$ cat src/rtl/bnn_result_tx.sv
// bnn_result_tx: captures class scores on start, finds the winning class with a sequential
// argmax and shifts the frame out MSB first. Define BNN_RESULT_TX_SCORES_EN to append all scores.
module bnn_result_tx #(
    parameter int unsigned NUM_CLASSES = 10,
    parameter int unsigned SCORE_W     = 8
) (
    input  logic                           clk,
    input  logic                           rst,
    input  logic                           start,
    input  logic [NUM_CLASSES*SCORE_W-1:0] scores,
    input  logic                           tx_ready,
    output logic                           tx_bit,
    output logic                           tx_valid,
    output logic                           tx_last,
    output logic [3:0]                     digit,
    output logic                           busy,
    output logic                           done
);
    localparam int unsigned IDX_W     = 4;
    localparam int unsigned SCORES_BW = NUM_CLASSES * SCORE_W;
`ifdef BNN_RESULT_TX_SCORES_EN
    localparam int unsigned FRAME_W   = IDX_W + SCORES_BW;
`else
    localparam int unsigned FRAME_W   = IDX_W;
`endif
    localparam int unsigned CNT_W     = $clog2(FRAME_W);

    localparam logic [1:0] S_IDLE   = 2'd0;
    localparam logic [1:0] S_ARGMAX = 2'd1;
    localparam logic [1:0] S_SEND   = 2'd2;
    localparam logic [1:0] S_DONE   = 2'd3;

    logic [1:0]           r_state,    w_state_nxt;
    logic [SCORES_BW-1:0] r_scores,   w_scores_nxt;
    logic [SCORE_W-1:0]   r_best,     w_best_nxt;
    logic [IDX_W-1:0]     r_idx,      w_idx_nxt;
    logic [IDX_W-1:0]     r_i,        w_i_nxt;
    logic [IDX_W-1:0]     r_digit,    w_digit_nxt;
    logic [FRAME_W-1:0]   r_shift,    w_shift_nxt;
    logic [CNT_W-1:0]     r_cnt,      w_cnt_nxt;
    logic                 r_tx_last,  w_tx_last_nxt;
    logic                 r_tx_valid, w_tx_valid_nxt;
    logic                 r_busy,     w_busy_nxt;
    logic                 r_done,     w_done_nxt;

    logic [SCORE_W-1:0]   w_score_i;
    logic [IDX_W-1:0]     w_win;
    logic [FRAME_W-1:0]   w_frame;
    logic                 w_xfer;

    // score currently under comparison
    always_comb begin
        w_score_i = '0;
        for (int k = 0; k < NUM_CLASSES; k++) begin
            if (r_i == IDX_W'(k)) w_score_i = r_scores[k*SCORE_W +: SCORE_W];
        end
    end

    // strict compare keeps the lower index on ties
    assign w_win  = (w_score_i > r_best) ? r_i : r_idx;
    assign w_xfer = r_tx_valid && tx_ready;

`ifdef BNN_RESULT_TX_SCORES_EN
    logic [SCORES_BW-1:0] w_scores_frame;

    // class 0 goes out first, so it sits just below the digit
    always_comb begin
        w_scores_frame = '0;
        for (int k = 0; k < NUM_CLASSES; k++) begin
            w_scores_frame[(NUM_CLASSES-1-k)*SCORE_W +: SCORE_W] = r_scores[k*SCORE_W +: SCORE_W];
        end
    end
    assign w_frame = {w_win, w_scores_frame};
`else
    assign w_frame = w_win;
`endif

    always_comb begin
        w_state_nxt   = r_state;
        w_scores_nxt  = r_scores;
        w_best_nxt    = r_best;
        w_idx_nxt     = r_idx;
        w_i_nxt       = r_i;
        w_digit_nxt   = r_digit;
        w_shift_nxt   = r_shift;
        w_cnt_nxt     = r_cnt;
        w_tx_last_nxt = r_tx_last;
        case (r_state)
            S_IDLE, S_DONE: begin
                if (start) begin
                    w_scores_nxt = scores;
                    w_best_nxt   = scores[SCORE_W-1:0];
                    w_idx_nxt    = '0;
                    w_i_nxt      = IDX_W'(1);
                    w_state_nxt  = S_ARGMAX;
                end
            end
            S_ARGMAX: begin
                w_best_nxt = (w_score_i > r_best) ? w_score_i : r_best;
                w_idx_nxt  = w_win;
                if (r_i == IDX_W'(NUM_CLASSES - 1)) begin
                    w_digit_nxt   = w_win;
                    w_shift_nxt   = w_frame;
                    w_cnt_nxt     = '0;
                    w_tx_last_nxt = 1'b0;
                    w_state_nxt   = S_SEND;
                end else begin
                    w_i_nxt = r_i + IDX_W'(1);
                end
            end
            S_SEND: begin
                if (w_xfer) begin
                    w_shift_nxt = r_shift << 1;
                    if (r_tx_last) begin
                        w_tx_last_nxt = 1'b0;
                        w_state_nxt   = S_DONE;
                    end else begin
                        w_cnt_nxt     = r_cnt + CNT_W'(1);
                        w_tx_last_nxt = (r_cnt == CNT_W'(FRAME_W - 2));
                    end
                end
            end
            default: w_state_nxt = S_IDLE;
        endcase
        w_tx_valid_nxt = (w_state_nxt == S_SEND);
        w_busy_nxt     = (w_state_nxt == S_ARGMAX) || (w_state_nxt == S_SEND);
        w_done_nxt     = (w_state_nxt == S_DONE);
    end

    always_ff @(posedge clk) begin
        if (rst) begin
            r_state    <= S_IDLE;
            r_scores   <= '0;
            r_best     <= '0;
            r_idx      <= '0;
            r_i        <= '0;
            r_digit    <= '0;
            r_shift    <= '0;
            r_cnt      <= '0;
            r_tx_last  <= 1'b0;
            r_tx_valid <= 1'b0;
            r_busy     <= 1'b0;
            r_done     <= 1'b0;
        end else begin
            r_state    <= w_state_nxt;
            r_scores   <= w_scores_nxt;
            r_best     <= w_best_nxt;
            r_idx      <= w_idx_nxt;
            r_i        <= w_i_nxt;
            r_digit    <= w_digit_nxt;
            r_shift    <= w_shift_nxt;
            r_cnt      <= w_cnt_nxt;
            r_tx_last  <= w_tx_last_nxt;
            r_tx_valid <= w_tx_valid_nxt;
            r_busy     <= w_busy_nxt;
            r_done     <= w_done_nxt;
        end
    end

    assign tx_bit   = r_shift[FRAME_W-1];
    assign tx_valid = r_tx_valid;
    assign tx_last  = r_tx_last;
    assign digit    = r_digit;
    assign busy     = r_busy;
    assign done     = r_done;

endmodule

$ cat config.mk
export PLATFORM = sky130hd
export DESIGN_NAME = bnn_result_tx
export DESIGN_NICKNAME = d
export VERILOG_FILES = /design/src/rtl/bnn_result_tx.sv
export SDC_FILE = /design/constraint.sdc
export NUM_CORES = 1
export LEC_CHECK = 0
export BUFFER_PORTS_ARGS = -buffer_cell sky130_fd_sc_hd__buf_2
export CAP_MARGIN = 20
export CORE_UTILIZATION = 35
export CTS_BUF_LIST = sky130_fd_sc_hd__clkbuf_16
export DETAILED_ROUTE_END_ITERATION = 8
export PLACE_DENSITY = 0.63
export SKIP_CTS_REPAIR_TIMING = 1
export SYNTH_ARGS = -nofsm -noshare
export SYNTH_HDL_FRONTEND = slang
export SYNTH_SLANG_ARGS = --single-unit
$ cat constraint.sdc
create_clock -name clk -period 4.9 [get_ports clk]
set_clock_uncertainty 0.05 [all_clocks]
set_input_delay 1.225 -clock clk [delete_from_list [all_inputs] [get_ports clk]]
set_output_delay 1.225 -clock clk [all_outputs]
set_load 0.01 [all_outputs]
Word level (Yosys, flattened, before mapping)
Cells that the tools add are included.

word-level totals
  register bits after elaboration = 112
  bits of input ports = 84
  output and inout bits = 9
  logic and storage cells = 86

cells by class
  $add $sub $neg = 2
  order comparisons = 1
  equal/unequal tests = 22
  multiplexer cells = 35
  reduce and logical (&&, ||, !) cells = 14

operators with widths
  kind                                           number
  two-way mux 8 bit                              12
  two-way mux 4 bit                              6
  case mux 4 bit (2 select lines)                3
  == test 4 x 3 -> 1 bit, second input constant  4
  case mux 8 bit (2 select lines)                1
  two-way mux 2 bit                              7
  inequality test 2 bit, second input constant   6
  == test 2 bit, second input constant           5
  AND reduction 3 bit                            3
  == test 4 x 2 -> 1 bit, second input constant  2
  == test 4 bit, second input constant           2
  > comparator 8 bit                             1
  case mux 2 bit (3 select lines)                1
  AND reduction 2 bit                            3
  adder 4 x 1 -> 4 bit, second input constant    1
  == test 2 x 1 -> 1 bit, second input constant  2
  == test 4 x 1 -> 1 bit, second input constant  1
  zero test 4 bit                                1
  case mux 2 bit (2 select lines)                1
  AND reduction 4 bit                            1
  nonzero test 2 bit                             2
  two-way mux 1 bit                              3
  adder 2 x 1 -> 2 bit, second input constant    1
  zero test 2 bit                                1
  other kinds (4)                                4

Logic depth before layout (Yosys ltp)
Gate-level depths: netlist (run 1).

  depth in word-level cells = 15
  mapped depth = 18
  mapped depth without buffers = 15

Worst setup path after synthesis (run 1)
Ideal clock, no wire load.

  kind = reg-to-reg
  from = reg r_i[0]
  to = reg r_best[0]
  setup time = 119 ps
  arrival = 3253 ps
  required time = 4731 ps
  path slack = 1478 ps
  cell stages (with the launch flop) = 16
  path buffers = 2
  clock period less this slack = 3422 ps
  cell sequence = dfxtp_1 -> inv_1 -> ha_1 -> buf_2 -> buf_1 -> a221oi_1 -> o22ai_1 -> a21o_1 -> nand2_1 -> ha_1 -> a21o_1 -> a21oi_1 -> o21ai_0 -> o21ai_1 -> a21oi_1 -> o221a_2

on the way
  cells in the longest elaborated chain, start to end = 14
  elaborated cells between the ends (all ways) = 25
  classes of those cells = order compare: 1; eq/ne: 10; mux: 12; reduce/logical: 2

RTL lines
  what                             line  RTL
  start, declared                  37    logic [IDX_W-1:0] r_i, w_i_nxt;
  start signal, assigned           149   r_i <= w_i_nxt;
  zero test 4 bit                  55    if (r_i == IDX_W'(k)) w_score_i = r_scores[k*SCORE_W +: SCORE_W];
  two-way mux 8 bit (9 in series)  55
  two-way mux 8 bit (*)            55
  > comparator 8 bit               99    w_best_nxt = (w_score_i > r_best) ? w_score_i : r_best;
  inequality test 2 bit (no line)  n/a
  AND reduction 3 bit (no line)    n/a
  end signal, assigned             147   r_best <= w_best_nxt;
  end, declared                    35    logic [SCORE_W-1:0] r_best, w_best_nxt;

Every way passes the cells marked *; elsewhere a longest branch is shown, timed or not. The select of a mux whose other input is x is not followed.
A chain may end at the register's enable or synchronous reset.

Final worst setup path (run 1)
  from = reg r_i[1]
  to = reg r_best[4]

The elaborated chain is that of the path after synthesis.

==> out/metrics.csv, run 1 <==
stage,metric,value,unit
logic_synthesis,synth_edf_count,0,
die,die_w,126.2,microns
power_and_ir_drop,clockPowerShare,34.2,%
setup_path,crit_chain,inv_1 -> ha_1 -> buf_4 -> and3b_1 -> nor2_1 -> a22oi_1 -> nand2_1 -> ha_1 -> nand3_1 -> o21ai_0 -> o21ai_1 -> buf_4 -> a21oi_1 -> o221a_2,
sta,tightest_slew,835.5,ps
logic_synthesis,synth-main-ff-cell,dfxtp_1,
clock_network,clkLatencyLatePin,360,ps
power_and_ir_drop,p_switching,0.6193,mW
clock_network,clkTransAtPathRegs,70,ps
global_routing,antenna_found_initial,0,
logic_synthesis,ys_ff_latch,112,
sta,fin_tns_setup,0,ps
setup_path,cp.depth,14,
die,pin_count,93,
die,row_count,45,
setup_path,worst_ep_arrival_time,4490,ps
setup_path,crit_type,flop to flop,
sta,timing.final.crit_share,86.47,%
power_and_ir_drop,power_switching_share,28.95,%
setup_path,cp-start-kind,flop,
outcome,status,"finished, final reports clean",
clock_network,h-tree-depth,3,
setup_path,critPathSlowestCell,a21oi_1,
sta,slew_headroom,44.30,%
detailed_routing,avgViaCountPerCell,5.173,
detailed_routing,firstDrtPassIters,7,
die,initial_core_util,35.63,%
sta,hold_viol_final,0,
clock_network,cts_root_buf,clkbuf_16,
worst_hold_path,min_to,r_idx[1]$_SDFFE_PP0P_,
sta,setup_viol,0,
detailed_routing,drtIter0Drc,263,
detailed_routing,drt-total-wl,14.53,mm
power_and_ir_drop,pwr-share-seq,46.8,%
detailed_routing,ant_nets,0,
logic_synthesis,synthArstFlopShare,0,%
power_and_ir_drop,combPwrFrac,18.9,%
logic_synthesis,synth_top_area_share,41.55,%
sta,max_freq,0.2360,GHz
setup_path,r2r_setup_slack,660,ps
logic_synthesis,yosysTopAreaCell,dfxtp_1,
die,die_h,126.2,microns
sta,fin_crit,4237,ps
global_routing,grt.total_usage,18.91,%
die,die_area,0.01592,sq mm
setup_path,reg2reg_to,r_best[4]$_SDFFE_PP0P_,
layout,final_layout_size_suffix_gt1_share,15.71,%
setup_path,crit_fanout,19,
sta,rsz0062_at_grt,false,
setup_path,r2r_cells,14,
logic_synthesis,synthesis.instances,720,
worst_hold_path,hold_class,flop to flop,
logic_synthesis,syn-num-nets,821,
global_routing,grt_overflow,0,
sta,maxSlewViolCount,0,
die,core_area,0.01515,sq mm
setup_path,startpoint,r_i[1]$_SDFFE_PP0P_,
setup_path,cpPeakStageDelay,590,ps
job,cap_violations,0,
layout,num_antenna_cells,0,
detailed_routing,wl_per_cell,14.96,microns
placement,dpl.hpwl,10.52,mm
detailed_routing,drc_errors,0,
detailed_routing,vias,5023,
logic_synthesis,synth_area,0.005396,sq mm
layout,regArea,0.002242,sq mm
power_and_ir_drop,internal_power,1.520,mW
layout,fillers,1627,
global_routing,grt_pass1_wl,23.78,mm
logic_synthesis,ys_top_cells_by_area,"dfxtp_1, nand2_1, a21oi_1, ha_1, clkbuf_1",
clock_network,cts.sinks,112,
power_and_ir_drop,p_leak,2.477,nW
placement,port_buffers,92,
logic_synthesis,synthDistinctLibCells,41,
setup_path,endpoint_kind,flop,
setup_path,cp_num_buf_inv,3,
clock_network,cts-buffers-inserted,9,
global_routing,grt_max_degree,82,
layout,area_delta_synth_final,15.91,%
setup_path,r2r_start,r_i[1]$_SDFFE_PP0P_,
worst_hold_path,min_from,r_idx[1]$_SDFFE_PP0P_,
logic_synthesis,synth_sequential_area_ratio,41.55,%
logic_synthesis,ys_warn_count,0,
logic_synthesis,synth_common_cells,"nand2_1, a21oi_1, dfxtp_1, clkbuf_1, inv_1",
setup_path,crit_required,5150,ps
setup_path,critical-path-top-delay-family,compound AO/OA/AOI/OAI gates,
layout,nets,879,
clock_network,cts_tree,done,
worst_hold_path,min_path_cells,2,
layout,final_util,41.30,%
power_and_ir_drop,ir_drop,0.0001526,V
global_routing,grt_pass1_vias,4656,
placement,place_congestion,0.8778,
layout,multiInputGateArea,0.002795,sq mm
power_and_ir_drop,powerDensity,342.0,mW/mm^2
logic_synthesis,avgSynthCellArea,7.495,sq um
logic_synthesis,synthMostInstantiatedCell,nand2_1,
clock_network,clockBufferDepth,2,
-- stage by stage --
step	hold slack [ps]	instance area (sq um)	cells	power (mW)	worst slack, ps
2_1_floorplan	381.6	5396	720	1.292	1478
3_3_place_gp	392.8	5964	955	1.426	794.2
3_5_place_dp	397.7	5964	955	1.428	705.2
4_1_cts	407.1	6255	971	2.159	690.0
5_1_grt	429.6	6255	971	2.241	273.5
6_report	404.7	6255	971	2.139	663.2
-- cell type report --
class / instances / share of cell area [%]
Multi-Input combinational cell: 514 / 44.69
Clock inverter: 7 / 1.040
Tap cell: 188 / 3.761
Inverter: 37 / 2.220
Sequential cell: 112 / 35.85
Clock buffer: 9 / 3.601
Timing Repair Buffer: 104 / 8.842
-- power groups by stage --
stage / logic (mW) / registers (mW) / clock network (mW)
global placement: 0.404 / 1.02 / 0
CTS: 0.407 / 1.00 / 0.751
global route: 0.458 / 1.01 / 0.776
detailed placement: 0.405 / 1.02 / 0
finish: 0.405 / 1.00 / 0.733
floorplan: 0.283 / 1.01 / 0
-- worst max path at each step --
| stage | end |
|---|---|
| 6_report | r_best[4]$_SDFFE_PP0P_ |
| 5_1_grt | r_best[4]$_SDFFE_PP0P_ |
| 4_1_cts | r_best[4]$_SDFFE_PP0P_ |
| 3_5_place_dp | r_best[0]$_SDFFE_PP0P_ |
| 3_3_place_gp | r_best[4]$_SDFFE_PP0P_ |
| 2_1_floorplan | r_best[0]$_SDFFE_PP0P_ |
-- cell families (layout without fill, tap and decap cells) --
family | count (synthesis) | in the layout | synth area share [%]
AO/OA/AOI/OAI | 223 | 223 | 25.16
XOR/XNOR | 2 | 2 | 0.3247
adder cells (fa/ha/maj) | 17 | 17 | 3.941
buffers and inverters | 94 | 157 | 6.724
flip-flops | 112 | 112 | 41.55
multiplexers | 5 | 5 | 0.9275
AND/OR/NAND/NOR | 267 | 267 | 21.38
-- worst register-to-register path, stage by stage (launching register included) --
cell and delay, ps:
dfxtp_1 360, inv_1 130, ha_1 550, buf_4 310
and3b_1 390, nor2_1 190, a22oi_1 210, nand2_1 80
ha_1 300, nand3_1 130, o21ai_0 310, o21ai_1 120
buf_4 170, a21oi_1 590, o221a_2 300
-- layer usage --
layer  track usage, %  routed length (microns)  share of wire [%]
met1            24.93                     6765                 47
met2            29.77                     6800                 47
met3            4.970                      663                4.6
met4            6.662                      297                2.0
met5                0                        0                  0
-- sequential cells by signal, indices dropped and copies added (netlist names) --
register,cells
r_scores,80
r_best,8
digit,4
r_i,4
r_idx,4
r_shift,4
r_cnt,2
r_state,2
busy,1
done,1
tx_last,1
tx_valid,1
-- cell usage in the layout, fill, tap and decap left out, drive strengths merged, types with 5 or more instances in the layout --
| cell type | Yosys | layout |
|---|---|---|
| dfxtp | 112 | 112 |
| and2 | 6 | 6 |
| o221ai | 6 | 6 |
| nor2b | 7 | 7 |
| a2111o | 5 | 5 |
| mux2i | 5 | 5 |
| nand3b | 14 | 14 |
| o22ai | 11 | 11 |
| inv | 37 | 39 |
| a21oi | 125 | 125 |
| ha | 17 | 17 |
| nand2 | 184 | 184 |
| nor2 | 25 | 25 |
| a22oi | 10 | 10 |
| nand4 | 5 | 5 |
| clkbuf | 42 | 9 |
| o31ai | 7 | 7 |
| nor3 | 9 | 9 |
| nand3 | 6 | 6 |
| a211oi | 8 | 8 |
| a21o | 8 | 8 |
| buf | 15 | 104 |
| o21ai | 20 | 20 |
| a221oi | 12 | 12 |
No activity file was read; power rests on OpenSTA's default activity.
==> run 2, diff against run 1 <==
--- a/config.mk
+++ b/config.mk
@@ -5,12 +5,13 @@
 export SDC_FILE = /design/constraint.sdc
 export NUM_CORES = 1
 export LEC_CHECK = 0
-export BUFFER_PORTS_ARGS = -buffer_cell sky130_fd_sc_hd__buf_2
 export CAP_MARGIN = 20
 export CORE_UTILIZATION = 35
 export CTS_BUF_LIST = sky130_fd_sc_hd__clkbuf_16
 export DETAILED_ROUTE_END_ITERATION = 8
-export PLACE_DENSITY = 0.63
+export DONT_BUFFER_PORTS = 1
+export PLACE_DENSITY = 0.58
+export REMOVE_ABC_BUFFERS = 1
 export SKIP_CTS_REPAIR_TIMING = 1
 export SYNTH_ARGS = -nofsm -noshare
 export SYNTH_HDL_FRONTEND = slang
==> run 2 against run 1 <==
Via count down 4.4%. First-iteration DRC count is 14% higher. Flip-flop and latch count is the same. Final cell count is 9.3% lower. Wire length rose by 0.28%. Die area did not move. Worst hold slack worse by 3.6 ps. Combinational power fell by 12%. Sequential share of layout area increased by 2.7 points. Critical path type unchanged. Critical endpoint unchanged. Largest power group unchanged.
==> out/metrics.csv, run 2 (synthesis gave the netlist of run 1 again) <==
stage,metric,value,unit,change
placement,dpl.hpwl,10.46,mm,-0.50%
layout,area_delta_synth_final,7.744,%,
detailed_routing,firstDrtPassIters,4,,-3
clock_network,cts_root_buf,clkbuf_16,,
sta,setup_viol,0,,unchanged
global_routing,grt_pass1_wl,24.09,mm,+1.3%
setup_path,crit_required,5160,ps,about the same
die,die_h,126.2,microns,unchanged
clock_network,h-tree-depth,3,,unchanged
die,core_area,0.01515,sq mm,unchanged
detailed_routing,avgViaCountPerCell,5.449,,+5.3%
setup_path,cp_num_buf_inv,3,,unchanged
sta,fin_crit,4326,ps,+89.25 ps
clock_network,clkTransAtPathRegs,80,ps,about the same
global_routing,grt_overflow,0,,unchanged
layout,multiInputGateArea,0.002795,sq mm,unchanged
power_and_ir_drop,finalPower,2.097,mW,-1.9%
outcome,status,"finished, final reports clean",,
global_routing,grt_max_degree,119,,+45%
detailed_routing,vias,4801,,-4.4%
setup_path,endpoint_kind,flop,,
clock_network,cts-buffers-inserted,9,,unchanged
setup_path,r2r_setup_slack,570,ps,-90 ps
job,cap_violations,0,,unchanged
detailed_routing,drtIter0Drc,301,,+14%
placement,dp.cells,865,,-9.4%
power_and_ir_drop,ir_drop,0.0001811,V,+19%
worst_hold_path,hold_class,flop to flop,,
setup_path,worst_ep_arrival_time,4580,ps,+90 ps
setup_path,critPathSlowestCell,a21oi_1,,
die,die_area,0.01592,sq mm,unchanged
global_routing,grt_pass1_vias,4677,,+0.45%
sta,tightest_slew,942.3,ps,+106.8 ps
die,die_w,126.2,microns,unchanged
setup_path,cp-start-kind,flop,,
layout,final_layout_size_suffix_gt1_share,4.762,%,-11 points
setup_path,crit_type,flop to flop,,
setup_path,cpPeakStageDelay,600,ps,about the same
layout,largest_reg_flops,80,,unchanged
power_and_ir_drop,powerDensity,360.7,mW/mm^2,+5.5%
layout,top_register,r_scores,,
die,pin_count,93,,unchanged
layout,fillers,1592,,-2.2%
sta,rsz0062_at_grt,false,,
detailed_routing,drt-total-wl,14.57,mm,+0.28%
sta,timing.final.crit_share,88.29,%,+1.8 points
sta,maxSlewViolCount,0,,unchanged
layout,stdcell_area,0.005814,sq mm,-7.0%
global_routing,antenna_found_initial,0,,unchanged
clock_network,cts_tree,done,,
global_routing,grt.total_usage,19.00,%,+0.089 points
setup_path,critical-path-top-delay-family,compound AO/OA/AOI/OAI gates,,
layout,layout_common_cells,"nand2_1, a21oi_1, dfxtp_1",,
setup_path,crit_fanout,19,,unchanged
die,initial_core_util,35.63,%,unchanged
layout,regArea,0.002242,sq mm,unchanged
detailed_routing,ant_nets,0,,unchanged
sta,slew_headroom,36.96,%,-7.3 points
layout,top_regs,"r_scores x80, r_best x8",,
sta,max_freq,0.2312,GHz,-2.1%
clock_network,clockBufferDepth,2,,unchanged
setup_path,crit_chain,inv_1 -> ha_1 -> buf_4 -> a21oi_1 -> a221oi_1 -> o22ai_1 -> a21o_1 -> nand2_1 -> ha_1 -> nand3_1 -> nor3_1 -> a21oi_1 -> o21ai_1 -> buf_4 -> a21oi_1 -> o221a_2,,
power_and_ir_drop,p_leak,2.118,nW,-15%
layout,final_util,38.39,%,-2.9 points
layout,layout_commonest_cell,nand2_1,,
sta,hold_viol_final,0,,unchanged
die,row_count,45,,unchanged
sta,fin_tns_setup,0,ps,unchanged
placement,place_congestion,0.8485,,-3.3%
setup_path,cp_common_cell,a21oi_1,,
layout,nets,789,,-10%
layout,num_antenna_cells,0,,unchanged
clock_network,clkLatencyLatePin,360,ps,about the same
clock_network,cts.sinks,112,,unchanged
placement,port_buffers,0,,-100%
layout,instances_no_fill,881,,-9.3%
placement,placed_area,0.005517,sq mm,-7.5%
detailed_routing,wl_per_cell,16.53,microns,+11%
detailed_routing,drc_errors,0,,unchanged
run 2: final timing paths:
kind | start | to | cells after the start
worst max-delay path | r_i[1]$_SDFFE_PP0P_ | r_best[4]$_SDFFE_PP0P_ | 16
worst min-delay path | r_scores[45]$_SDFFE_PP0P_ | r_scores[45]$_SDFFE_PP0P_ | 2
worst max register to register | r_i[1]$_SDFFE_PP0P_ | r_best[4]$_SDFFE_PP0P_ | 16
worst min register to register | r_scores[45]$_SDFFE_PP0P_ | r_scores[45]$_SDFFE_PP0P_ | 2
run 2: worst min-delay path, stage by stage, from the launching register on:
cell and delay (ps):
dfxtp_1 310, nand2_1 50, a21oi_1 50
run 2: through the flow:
stage          hold WS, ps  setup WS [ps]
2_1_floorplan        375.5          702.3
3_3_place_gp         388.2          688.4
3_5_place_dp         392.0          627.3
4_1_cts              401.0          649.4
5_1_grt              417.6          233.0
6_report             401.1          573.9
run 2: power by group:
part | switching (mW) | internal (mW)
registers | 0.0344 | 0.966
clock network | 0.341 | 0.398
logic | 0.217 | 0.140
total | 0.593 | 1.50
run 2: layer usage:
| metal | vias to the layer above | GRT usage, % | wire length [microns] |
|---|---|---|---|
| met5 | - | 0 | 0 |
| met4 | 0 | 4.890 | 164 |
| met3 | 14 | 4.078 | 801 |
| met2 | 129 | 30.09 | 6653 |
| met1 | 2241 | 26.14 | 6947 |
| li1 | 2417 | - | - |
run 2: area by class of cell:
class,count,area share (%)
Timing Repair Buffer,14,1.808
Tap cell,188,4.046
Sequential cell,112,38.56
Multi-Input combinational cell,514,48.07
Inverter,37,2.389
Clock buffer,9,3.873
Clock inverter,7,1.248
